**config.mk**
```make
export PLATFORM = sky130hd
export DESIGN_NAME = key_press_gen_flat
export DESIGN_NICKNAME = d
export VERILOG_FILES = /design/src/rtl/key_press_gen_if.sv /design/src/rtl/key_press_gen.sv /design/src/flat_wrapper.sv
export SDC_FILE = /design/constraint.sdc
export NUM_CORES = 1
export LEC_CHECK = 0
export CORE_ASPECT_RATIO = 0.5
export CORE_UTILIZATION = 35
export CTS_BUF_LIST = sky130_fd_sc_hd__clkbuf_4 sky130_fd_sc_hd__clkbuf_8
export CTS_CLUSTER_SIZE = 14
export DETAILED_ROUTE_END_ITERATION = 12
export GPL_TIMING_DRIVEN = 0
export PLACE_DENSITY_LB_ADDON = 0.3
export SYNTH_ARGS = -nofsm -noshare
export SYNTH_HDL_FRONTEND = slang
export SYNTH_SLANG_ARGS = --single-unit
```
**constraint.sdc**
```tcl
create_clock -name clk -period 1.73 [get_ports clk]
set_input_delay 0.346 -clock clk [delete_from_list [all_inputs] [get_ports clk]]
set_output_delay 0.346 -clock clk [all_outputs]
set_load 0.01 [all_outputs]
```
**src/rtl/key_press_gen_if.sv**
```systemverilog
`default_nettype none
// ============================================================================
// Module      : key_press_gen_if
// Description : Command/status bundle for the key-press generator.
//               master = command side (drives start/num, observes status)
//               slave  = generator side (key_press_gen)
//   start        : request, sampled only while the generator is idle
//   num[2:0]     : number of presses, latched on an accepted start
//   key_out      : emulated key, active low, idle high
//   busy         : sequence in progress
//   done         : one-cycle completion pulse
//   presses_sent : completed presses in the current or last sequence
// Revision    : 1.0 - initial release
// ============================================================================
interface key_press_gen_if;
  logic       start;
  logic [2:0] num;
  logic       key_out;
  logic       busy;
  logic       done;
  logic [2:0] presses_sent;

  modport master (
    output start,
    output num,
    input  key_out,
    input  busy,
    input  done,
    input  presses_sent
  );

  modport slave (
    input  start,
    input  num,
    output key_out,
    output busy,
    output done,
    output presses_sent
  );
endinterface
`default_nettype wire

```
**src/rtl/key_press_gen.sv**
```systemverilog
`default_nettype none
// ============================================================================
// Module      : key_press_gen
// Description : Emits a commanded number of active-low key presses on a
//               single key line, with fixed press and gap durations.
//               Optional contact-bounce emulation is enabled by defining the
//               macro KEY_BOUNCE_EN: each press/gap entry is then preceded by
//               a BOUNCE_CYCLES-long burst toggling every cycle.
// Ports       : clk  - system clock, rising edge
//               rst  - synchronous reset, active high
//               kp   - key_press_gen_if.slave (start, num, key_out, busy,
//                      done, presses_sent)
// Parameters  : PRESS_CYCLES  (1..2^24-1) low time per press
//               GAP_CYCLES    (1..2^24-1) high time after each press
//               BOUNCE_CYCLES (1..255)    bounce burst length
// Revision    : 1.0 - initial release
// ============================================================================
module key_press_gen #(
  parameter int unsigned PRESS_CYCLES  = 1000000,
  parameter int unsigned GAP_CYCLES    = 1000000,
  parameter int unsigned BOUNCE_CYCLES = 16
) (
  input  logic           clk,
  input  logic           rst,
  key_press_gen_if.slave kp
);

  // Parameter ranges are what make the 24-bit counter saturation-free.
  generate
    if (PRESS_CYCLES < 1 || PRESS_CYCLES > 32'h00FF_FFFF) begin : g_press_range_err
      $error("key_press_gen: PRESS_CYCLES out of range 1..2^24-1");
    end
    if (GAP_CYCLES < 1 || GAP_CYCLES > 32'h00FF_FFFF) begin : g_gap_range_err
      $error("key_press_gen: GAP_CYCLES out of range 1..2^24-1");
    end
    if (BOUNCE_CYCLES < 1 || BOUNCE_CYCLES > 255) begin : g_bounce_range_err
      $error("key_press_gen: BOUNCE_CYCLES out of range 1..255");
    end
  endgenerate

  localparam logic [1:0] c_IDLE  = 2'd0;
  localparam logic [1:0] c_PRESS = 2'd1;
  localparam logic [1:0] c_GAP   = 2'd2;
  localparam logic [1:0] c_FIN   = 2'd3;

  localparam logic [23:0] c_PRESS_LAST = 24'(PRESS_CYCLES - 1);
  localparam logic [23:0] c_GAP_LAST   = 24'(GAP_CYCLES - 1);

  logic [1:0]  state_q, state_d;
  logic [23:0] cnt_q, cnt_d;
  logic [2:0]  rem_q, rem_d;
  logic        key_q, key_d;
  logic        busy_q, busy_d;
  logic        done_q, done_d;
  logic [2:0]  sent_q, sent_d;

`ifdef KEY_BOUNCE_EN
  localparam logic [23:0] c_BOUNCE_LAST = 24'(BOUNCE_CYCLES - 1);
  // High while the current PRESS/GAP is still in its bounce burst.
  logic bounce_q, bounce_d;
`endif

  always_comb begin
    state_d = state_q;
    cnt_d   = cnt_q + 24'd1;
    rem_d   = rem_q;
    key_d   = key_q;
    busy_d  = busy_q;
    done_d  = 1'b0;
    sent_d  = sent_q;
`ifdef KEY_BOUNCE_EN
    bounce_d = bounce_q;
`endif

    case (state_q)
      c_IDLE: begin
        cnt_d = '0;
        if (kp.start) begin
          sent_d = '0;
          if (kp.num != 3'd0) begin
            rem_d   = kp.num;
            state_d = c_PRESS;
            key_d   = 1'b0;
            busy_d  = 1'b1;
`ifdef KEY_BOUNCE_EN
            bounce_d = 1'b1;
`endif
          end else begin
            // Zero presses: complete immediately without raising busy.
            state_d = c_FIN;
            done_d  = 1'b1;
          end
        end
      end

      c_PRESS: begin
`ifdef KEY_BOUNCE_EN
        if (bounce_q) begin
          key_d = ~key_q;
          if (cnt_q == c_BOUNCE_LAST) begin
            bounce_d = 1'b0;
            cnt_d    = '0;
            key_d    = 1'b0;
          end
        end else
`endif
        if (cnt_q == c_PRESS_LAST) begin
          state_d = c_GAP;
          cnt_d   = '0;
          key_d   = 1'b1;
          sent_d  = sent_q + 3'd1;
          rem_d   = rem_q - 3'd1;
`ifdef KEY_BOUNCE_EN
          bounce_d = 1'b1;
`endif
        end
      end

      c_GAP: begin
`ifdef KEY_BOUNCE_EN
        if (bounce_q) begin
          key_d = ~key_q;
          if (cnt_q == c_BOUNCE_LAST) begin
            bounce_d = 1'b0;
            cnt_d    = '0;
            key_d    = 1'b1;
          end
        end else
`endif
        if (cnt_q == c_GAP_LAST) begin
          cnt_d = '0;
          if (rem_q != 3'd0) begin
            state_d = c_PRESS;
            key_d   = 1'b0;
`ifdef KEY_BOUNCE_EN
            bounce_d = 1'b1;
`endif
          end else begin
            state_d = c_FIN;
            done_d  = 1'b1;
            busy_d  = 1'b0;
          end
        end
      end

      c_FIN: begin
        // done_q is high for exactly this one cycle; start is not sampled.
        cnt_d   = '0;
        state_d = c_IDLE;
      end

      default: begin
        cnt_d   = '0;
        state_d = c_IDLE;
      end
    endcase
  end

  always_ff @(posedge clk) begin
    if (rst) begin
      state_q <= c_IDLE;
      cnt_q   <= '0;
      rem_q   <= '0;
      key_q   <= 1'b1;
      busy_q  <= 1'b0;
      done_q  <= 1'b0;
      sent_q  <= '0;
`ifdef KEY_BOUNCE_EN
      bounce_q <= 1'b0;
`endif
    end else begin
      state_q <= state_d;
      cnt_q   <= cnt_d;
      rem_q   <= rem_d;
      key_q   <= key_d;
      busy_q  <= busy_d;
      done_q  <= done_d;
      sent_q  <= sent_d;
`ifdef KEY_BOUNCE_EN
      bounce_q <= bounce_d;
`endif
    end
  end

  assign kp.key_out      = key_q;
  assign kp.busy         = busy_q;
  assign kp.done         = done_q;
  assign kp.presses_sent = sent_q;

endmodule
`default_nettype wire

```
**src/flat_wrapper.sv**
```systemverilog
// flat-port wrapper written by rule: the top's interface ports become plain ports
module key_press_gen_flat 
#(
  parameter int unsigned PRESS_CYCLES  = 1000000,
  parameter int unsigned GAP_CYCLES    = 1000000,
  parameter int unsigned BOUNCE_CYCLES = 16
)
  (clk, rst, kp_start, kp_num, kp_key_out, kp_busy, kp_done, kp_presses_sent);
  key_press_gen_if kp_i ();
  input  logic clk;
  input  logic rst;
  input wire logic [$bits(kp_i.start)-1:0] kp_start;
  input wire logic [$bits(kp_i.num)-1:0] kp_num;
  output wire logic [$bits(kp_i.key_out)-1:0] kp_key_out;
  output wire logic [$bits(kp_i.busy)-1:0] kp_busy;
  output wire logic [$bits(kp_i.done)-1:0] kp_done;
  output wire logic [$bits(kp_i.presses_sent)-1:0] kp_presses_sent;
  assign kp_i.start = kp_start;
  assign kp_i.num = kp_num;
  assign kp_key_out = kp_i.key_out;
  assign kp_busy = kp_i.busy;
  assign kp_done = kp_i.done;
  assign kp_presses_sent = kp_i.presses_sent;
  key_press_gen #(.PRESS_CYCLES(PRESS_CYCLES), .GAP_CYCLES(GAP_CYCLES), .BOUNCE_CYCLES(BOUNCE_CYCLES)) u_core (.clk(clk), .rst(rst), .kp(kp_i));
endmodule
```
Word-level counts from Yosys, hierarchy flattened

Cells that the tools add are included.

Register bits after elaboration: 35
Input bits: 6
Output and inout port bits: 6
Logic and storage cells: 64

Add/sub/neg operators: 3
Equal/unequal tests: 10
Mux-type cells: 31
Reduce and logical (&&, ||, !) cells: 13

Operator list:

| kind                                                                    | number |
|---|---|
| 24-bit one-hot mux with 2 select lines                                  | 1 |
| 24-bit by 1-bit adder with 24-bit output, second input constant         | 1 |
| 24-bit by 20-bit equality test with 1-bit output, second input constant | 1 |
| 24-bit two-way mux                                                      | 1 |
| 3-bit two-way mux                                                       | 5 |
| 1-bit two-way mux                                                       | 13 |
| 3-bit one-hot mux with 2 select lines                                   | 2 |
| 2-bit two-way mux                                                       | 5 |
| 3-bit nonzero test                                                      | 3 |
| 2-bit by 1-bit != test with 1-bit output, second input constant         | 4 |
| 2-bit one-hot mux with 4 select lines                                   | 1 |
| 3-bit AND reduction                                                     | 2 |
| 6-bit AND reduction                                                     | 1 |
| 5-bit AND reduction                                                     | 1 |
| 2-bit equality test, second input constant                              | 2 |
| 2-bit != test, second input constant                                    | 2 |
| 1-bit one-hot mux with 2 select lines                                   | 2 |
| 4-bit AND reduction                                                     | 1 |
| 2-bit nonzero test                                                      | 2 |
| 2-bit OR reduction                                                      | 2 |
| 3-bit by 1-bit adder with 3-bit output, second input constant           | 1 |
| 1-bit one-hot mux with 3 select lines                                   | 1 |
| 3-bit by 1-bit subtractor with 3-bit output, second input constant      | 1 |
| 2-bit by 1-bit equality test with 1-bit output, second input constant   | 1 |
| 2-bit zero test                                                         | 1 |

Logic depth before layout (Yosys ltp)

Gate-level depths: netlist of run 1.

Depth after elaboration: 4
Gate-level depth with buffers: 8
Gate-level depth less buffers: 6

Worst setup path after synthesis of run 1

No wires, ideal clock.

Path type: register to register
From: register u_core.cnt_q[10]
To: register u_core.key_q (netlist: u_core.kp.key_out)
Setup time: 0.127 ns
Data arrival time: 1.553 ns
Required time: 1.603 ns
Slack: 0.050 ns
Stages on the path, launching flop included: 6
Buffers on the path: 0
Period minus slack after synthesis: 1.680 ns
Cell sequence: dfxtp_1 nor4_2 nand4_2 nor3b_4 a31oi_1 or3_1

Longest elaborated chain between the ends: 3
Elaborated cells between the ends (all ways): 4
Classes of those cells: 3 x eq/ne; 1 x reduce/logical

RTL lines:

| element                                                   | line                                       | RTL |
|---|---|---|
| start, declared                                           | key_press_gen.sv:50                        | `logic [23:0] cnt_q, cnt_d;` |
| start signal, assigned                                    | key_press_gen.sv:173                       | `cnt_q <= cnt_d;` |
| 24-bit by 20-bit equality test with 1-bit output *        | key_press_gen.sv:107, key_press_gen.sv:130 |  |
| 2-bit by 1-bit != test with 1-bit output (no source line) | n/a                                        |  |
| 6-bit AND reduction (no source line) *                    | n/a                                        |  |
| end signal, assigned                                      | key_press_gen.sv:175                       | `key_q <= key_d;` |
| end, declared                                             | key_press_gen.sv:52                        | `logic key_q, key_d;` |

Mark *: on every way between the ends. The rest lies on a longest branch, timed or not.
A chain may end at the register's enable or synchronous reset.

Final worst setup path of run 1

From: register u_core.cnt_q[23]
To: register u_core.state_q[0]

Longest elaborated chain between the ends: 3
Elaborated cells between the ends (all ways): 4
Classes of those cells: 3 x eq/ne; 1 x reduce/logical

RTL lines:

| element                                                   | line                                       | RTL |
|---|---|---|
| 24-bit by 20-bit equality test with 1-bit output *        | key_press_gen.sv:107, key_press_gen.sv:130 |  |
| 2-bit by 1-bit != test with 1-bit output (no source line) | n/a                                        |  |
| 3-bit AND reduction (no source line) *                    | n/a                                        |  |
| end signal, assigned                                      | key_press_gen.sv:161                       | `state_q <= c_IDLE;` |
| end signal, assigned                                      | key_press_gen.sv:172                       | `state_q <= state_d;` |
| end, declared                                             | key_press_gen.sv:49                        | `logic [1:0] state_q, state_d;` |

Marks and branches as above.

==> results of run 1 <==
## cells by family (layout without fill, tap and decap cells)
logic type	after synthesis	count (layout)	share of synthesized area, %
and+or+nand+nor	98	98	31.8
DFF	35	35	40.3
xor gates and xnor gates	22	22	11.1
AOI/OAI and AO/OA	20	20	7.40
buffers and inverters	14	35	4.17
adders and majority gates	4	4	2.88
muxes	4	4	2.37
## worst max-delay path, cell delays in order, from the launching register on
cell	delay [ps]
dfxtp_1	350
nor4_4	320
nand4_4	180
nor3b_4	220
buf_6	130
mux2_2	320
nor3_1	110
## state kept, by name, indices dropped and copies added, names as in the netlist
| register | flops |
|---|---|
| u_core.rem_q | 3 |
| u_core.state_q | 2 |
| u_core.cnt_q | 24 |
| u_core.kp.key_out | 1 |
| u_core.kp.presses_sent | 3 |
| u_core.kp.done | 1 |
| u_core.kp.busy | 1 |
## final timing paths
kind	end	slack (ps)	cells after the start	startpoint
worst min-delay path	u_core.cnt_q[0]	450	1	u_core.cnt_q[0]
worst min register to register	u_core.cnt_q[0]	450	1	u_core.cnt_q[0]
worst max-delay path	u_core.state_q[0]	30	6	u_core.cnt_q[23]
worst max register to register	u_core.state_q[0]	30	6	u_core.cnt_q[23]
## cell usage after synthesis (all sizes together)
| library cell | count |
|---|---|
| a211oi | 1 |
| a21oi | 7 |
| a311oi | 1 |
| a31o | 3 |
| a31oi | 2 |
| a41o | 1 |
| and2 | 3 |
| and3 | 11 |
| and4 | 3 |
| buf | 4 |
| clkbuf | 6 |
| dfxtp | 35 |
| ha | 4 |
| inv | 4 |
| mux2 | 1 |
| mux2i | 3 |
| nand2 | 11 |
| nand2b | 3 |
| nand3 | 8 |
| nand3b | 1 |
| nand4 | 8 |
| nor2 | 34 |
| nor2b | 3 |
| nor3 | 2 |
| nor3b | 3 |
| nor4 | 2 |
| nor4b | 2 |
| o21ai | 5 |
| or2 | 1 |
| or3 | 2 |
| or4 | 1 |
| xnor2 | 4 |
| xor2 | 18 |
## timing repair
item,in CTS,in global routing
gates cloned,1,0
buffers inserted,3,2
setup endpoints to repair,30,34
endpoints found under the hold margin,0,0
resized for setup,14,11
pin swaps,7,3
## power by group through the flow
stage | logic [W] | registers (W) | clock network (W)
2_1_floorplan | 0.000121 | 0.000859 | 0
3_3_place_gp | 0.000179 | 0.000858 | 0
3_5_place_dp | 0.000180 | 0.000859 | 0
4_1_cts | 0.000187 | 0.000839 | 0.000681
5_1_grt | 0.000221 | 0.000841 | 0.000729
6_report | 0.000200 | 0.000840 | 0.000670
## layout make-up
class,count,share of cell area [%]
Buffer,6,2.21
Timing Repair Buffer,17,7.40
Tap cell,66,3.84
Sequential cell,35,33.1
Clock buffer,8,4.83
Multi-Input combinational cell,148,47.9
Inverter,4,0.699
## metal layers
layer | up-vias | share of wire, %
li1 | 720 | -
met1 | 665 | 50
met2 | 14 | 46
met3 | 2 | 3.2
met4 | 0 | 0.50
met5 | - | 0
## stage by stage
step	TNS (ps)	worst slack, ps	utilization, %	power, W	hold WS [ps]
after floorplan	0	50.4	-	0.000980	411
after global placement	-3070	-164	42.3	0.00104	422
after detailed placement	-3640	-187	42.3	0.00104	436
after CTS	0	1.92	46.2	0.00171	452
after global routing	-275	-52.7	47.0	0.00179	476
final	0	25.6	47.0	0.00171	450
==> reports/qor.yml, run 1 <==
ctsHtreeMaxLevel: 2
layout_common_cells: "nor2_1, dfxtp_1, xor2_1"
p_leak_nw: 0.814
core_um2: 4570
multi_input_area_um2: 1030
power_frac_comb_pct: 11.7
grt_pass1_wl_mm: 6.04
start_util_pct: 38.1
placed_area_um2: 1930
clockBufferDepth: 2
power_density_nw_per_um2: 796
max-vdd-ir-drop_mv: 0.300
setup_viol: 0
dieWidth_um: 102
rows: 17
holdBufCountCts: 0
seq_area_frac_synth_pct: 40.3
synthTopCellsByArea: "dfxtp_1, xor2_1, nor2_1"
use_met2_pct: 25.2
final_common_cell: "nor2_1"
nNetsFinal: 227
path_clk_slew_ps: 70
grt_pass1_vias: 1353
grt_setup_unrepaired: "yes"
grt_max_degree: 11
placed_cells_incl_taps: 274
antenna_found_initial: 0
period_needed_ps: 1700
final_layout_size_suffix_gt1_share_pct: 21.1
final-max-slew-violation-count: 0
grt.busiest_layer: "met2"
fin_area_um2: 2150
drcViolationCount: 0
grt_usage_pct: 15.1
gr-total-overflow: 0
syn_nets: 207
synth_cell_types: 43
p_switching_w: 0.000411
gr-usage-met3_pct: 5.24
drtIter0Drc: 37
crit_path_start_kind: "register"
cts_tree: "built"
yosys_warnings: 0
root_buffer: "clkbuf_8"
power_frac_clock_pct: 39.2
netlist_area_um2: 1740
maxCapViolations: 0
die_height_um: 51.9
relSlewSlack_pct: 67.6
clock_latency_ps: 290
syn_inst: 197
gp_congestion: 0.766
ant_nets: 0
status: "completed"
cp.arrival_ps: 1920
antenna_cells: 0
avgSynthCellArea_um2: 8.83
finalHoldViolCount: 0
wl_mm: 3.57
p_int_w: 0.00130
max_freq_mhz: 587
routedWlPerCell_um: 12.6
synth_top_area_cell: "dfxtp_1"
yosysTopAreaCellShare_pct: 40.3
first_pass_iters: 4
regArea_um2: 711
ios: 12
die_area_um2: 5280
yosys_register_bits: 35
pwr-share-seq_pct: 49.1
hold_path.class: "register to register"
crit_type: "register to register"
fill_cells: 451
end_kind: "register"
numCtsBuffers: 5
vias: 1401
cts_sinks: 35
via_per_inst: 4.93
skew_ps: 5.77
met1_usage_pct: 18.7
crit_fanout: 3
area_growth_pct: 23.4
layoutNonFillerInstCount: 284
timing.final.crit_share_pct: 98.5
worst_pin_slew_ps: 486
port_buffers: 11
swShare_pct: 24.0
hpwl_mm: 2.35
critical_path_required_ps: 1950
Note: power is estimated with default switching activity, not from simulation.
==> run 2: changes to the inputs <==
--- a/config.mk
+++ b/config.mk
@@ -15,3 +15,4 @@
 export SYNTH_ARGS = -nofsm -noshare
 export SYNTH_HDL_FRONTEND = slang
 export SYNTH_SLANG_ARGS = --single-unit
+export TNS_END_PERCENT = 100
==> results of run 2 <==
Final layout, timing and power as in run 1 (identical DEF).
==> run 3: changes to the inputs <==
--- a/config.mk
+++ b/config.mk
@@ -5,6 +5,7 @@
 export SDC_FILE = /design/constraint.sdc
 export NUM_CORES = 1
 export LEC_CHECK = 0
+export CAP_MARGIN = 20
 export CORE_ASPECT_RATIO = 0.5
 export CORE_UTILIZATION = 35
 export CTS_BUF_LIST = sky130_fd_sc_hd__clkbuf_4 sky130_fd_sc_hd__clkbuf_8
==> constraint.sdc (replaced) <==
create_clock -name clk -period 1.73 [get_ports clk]
set_input_delay 0.173 -clock clk [delete_from_list [all_inputs] [get_ports clk]]
set_output_delay 0.173 -clock clk [all_outputs]
set_load 0.01 [all_outputs]
==> results of run 3 <==
Final layout, timing and power as in run 1 (identical DEF).
Main changes from that run: setup slack after placement -187 ps -> -141 ps
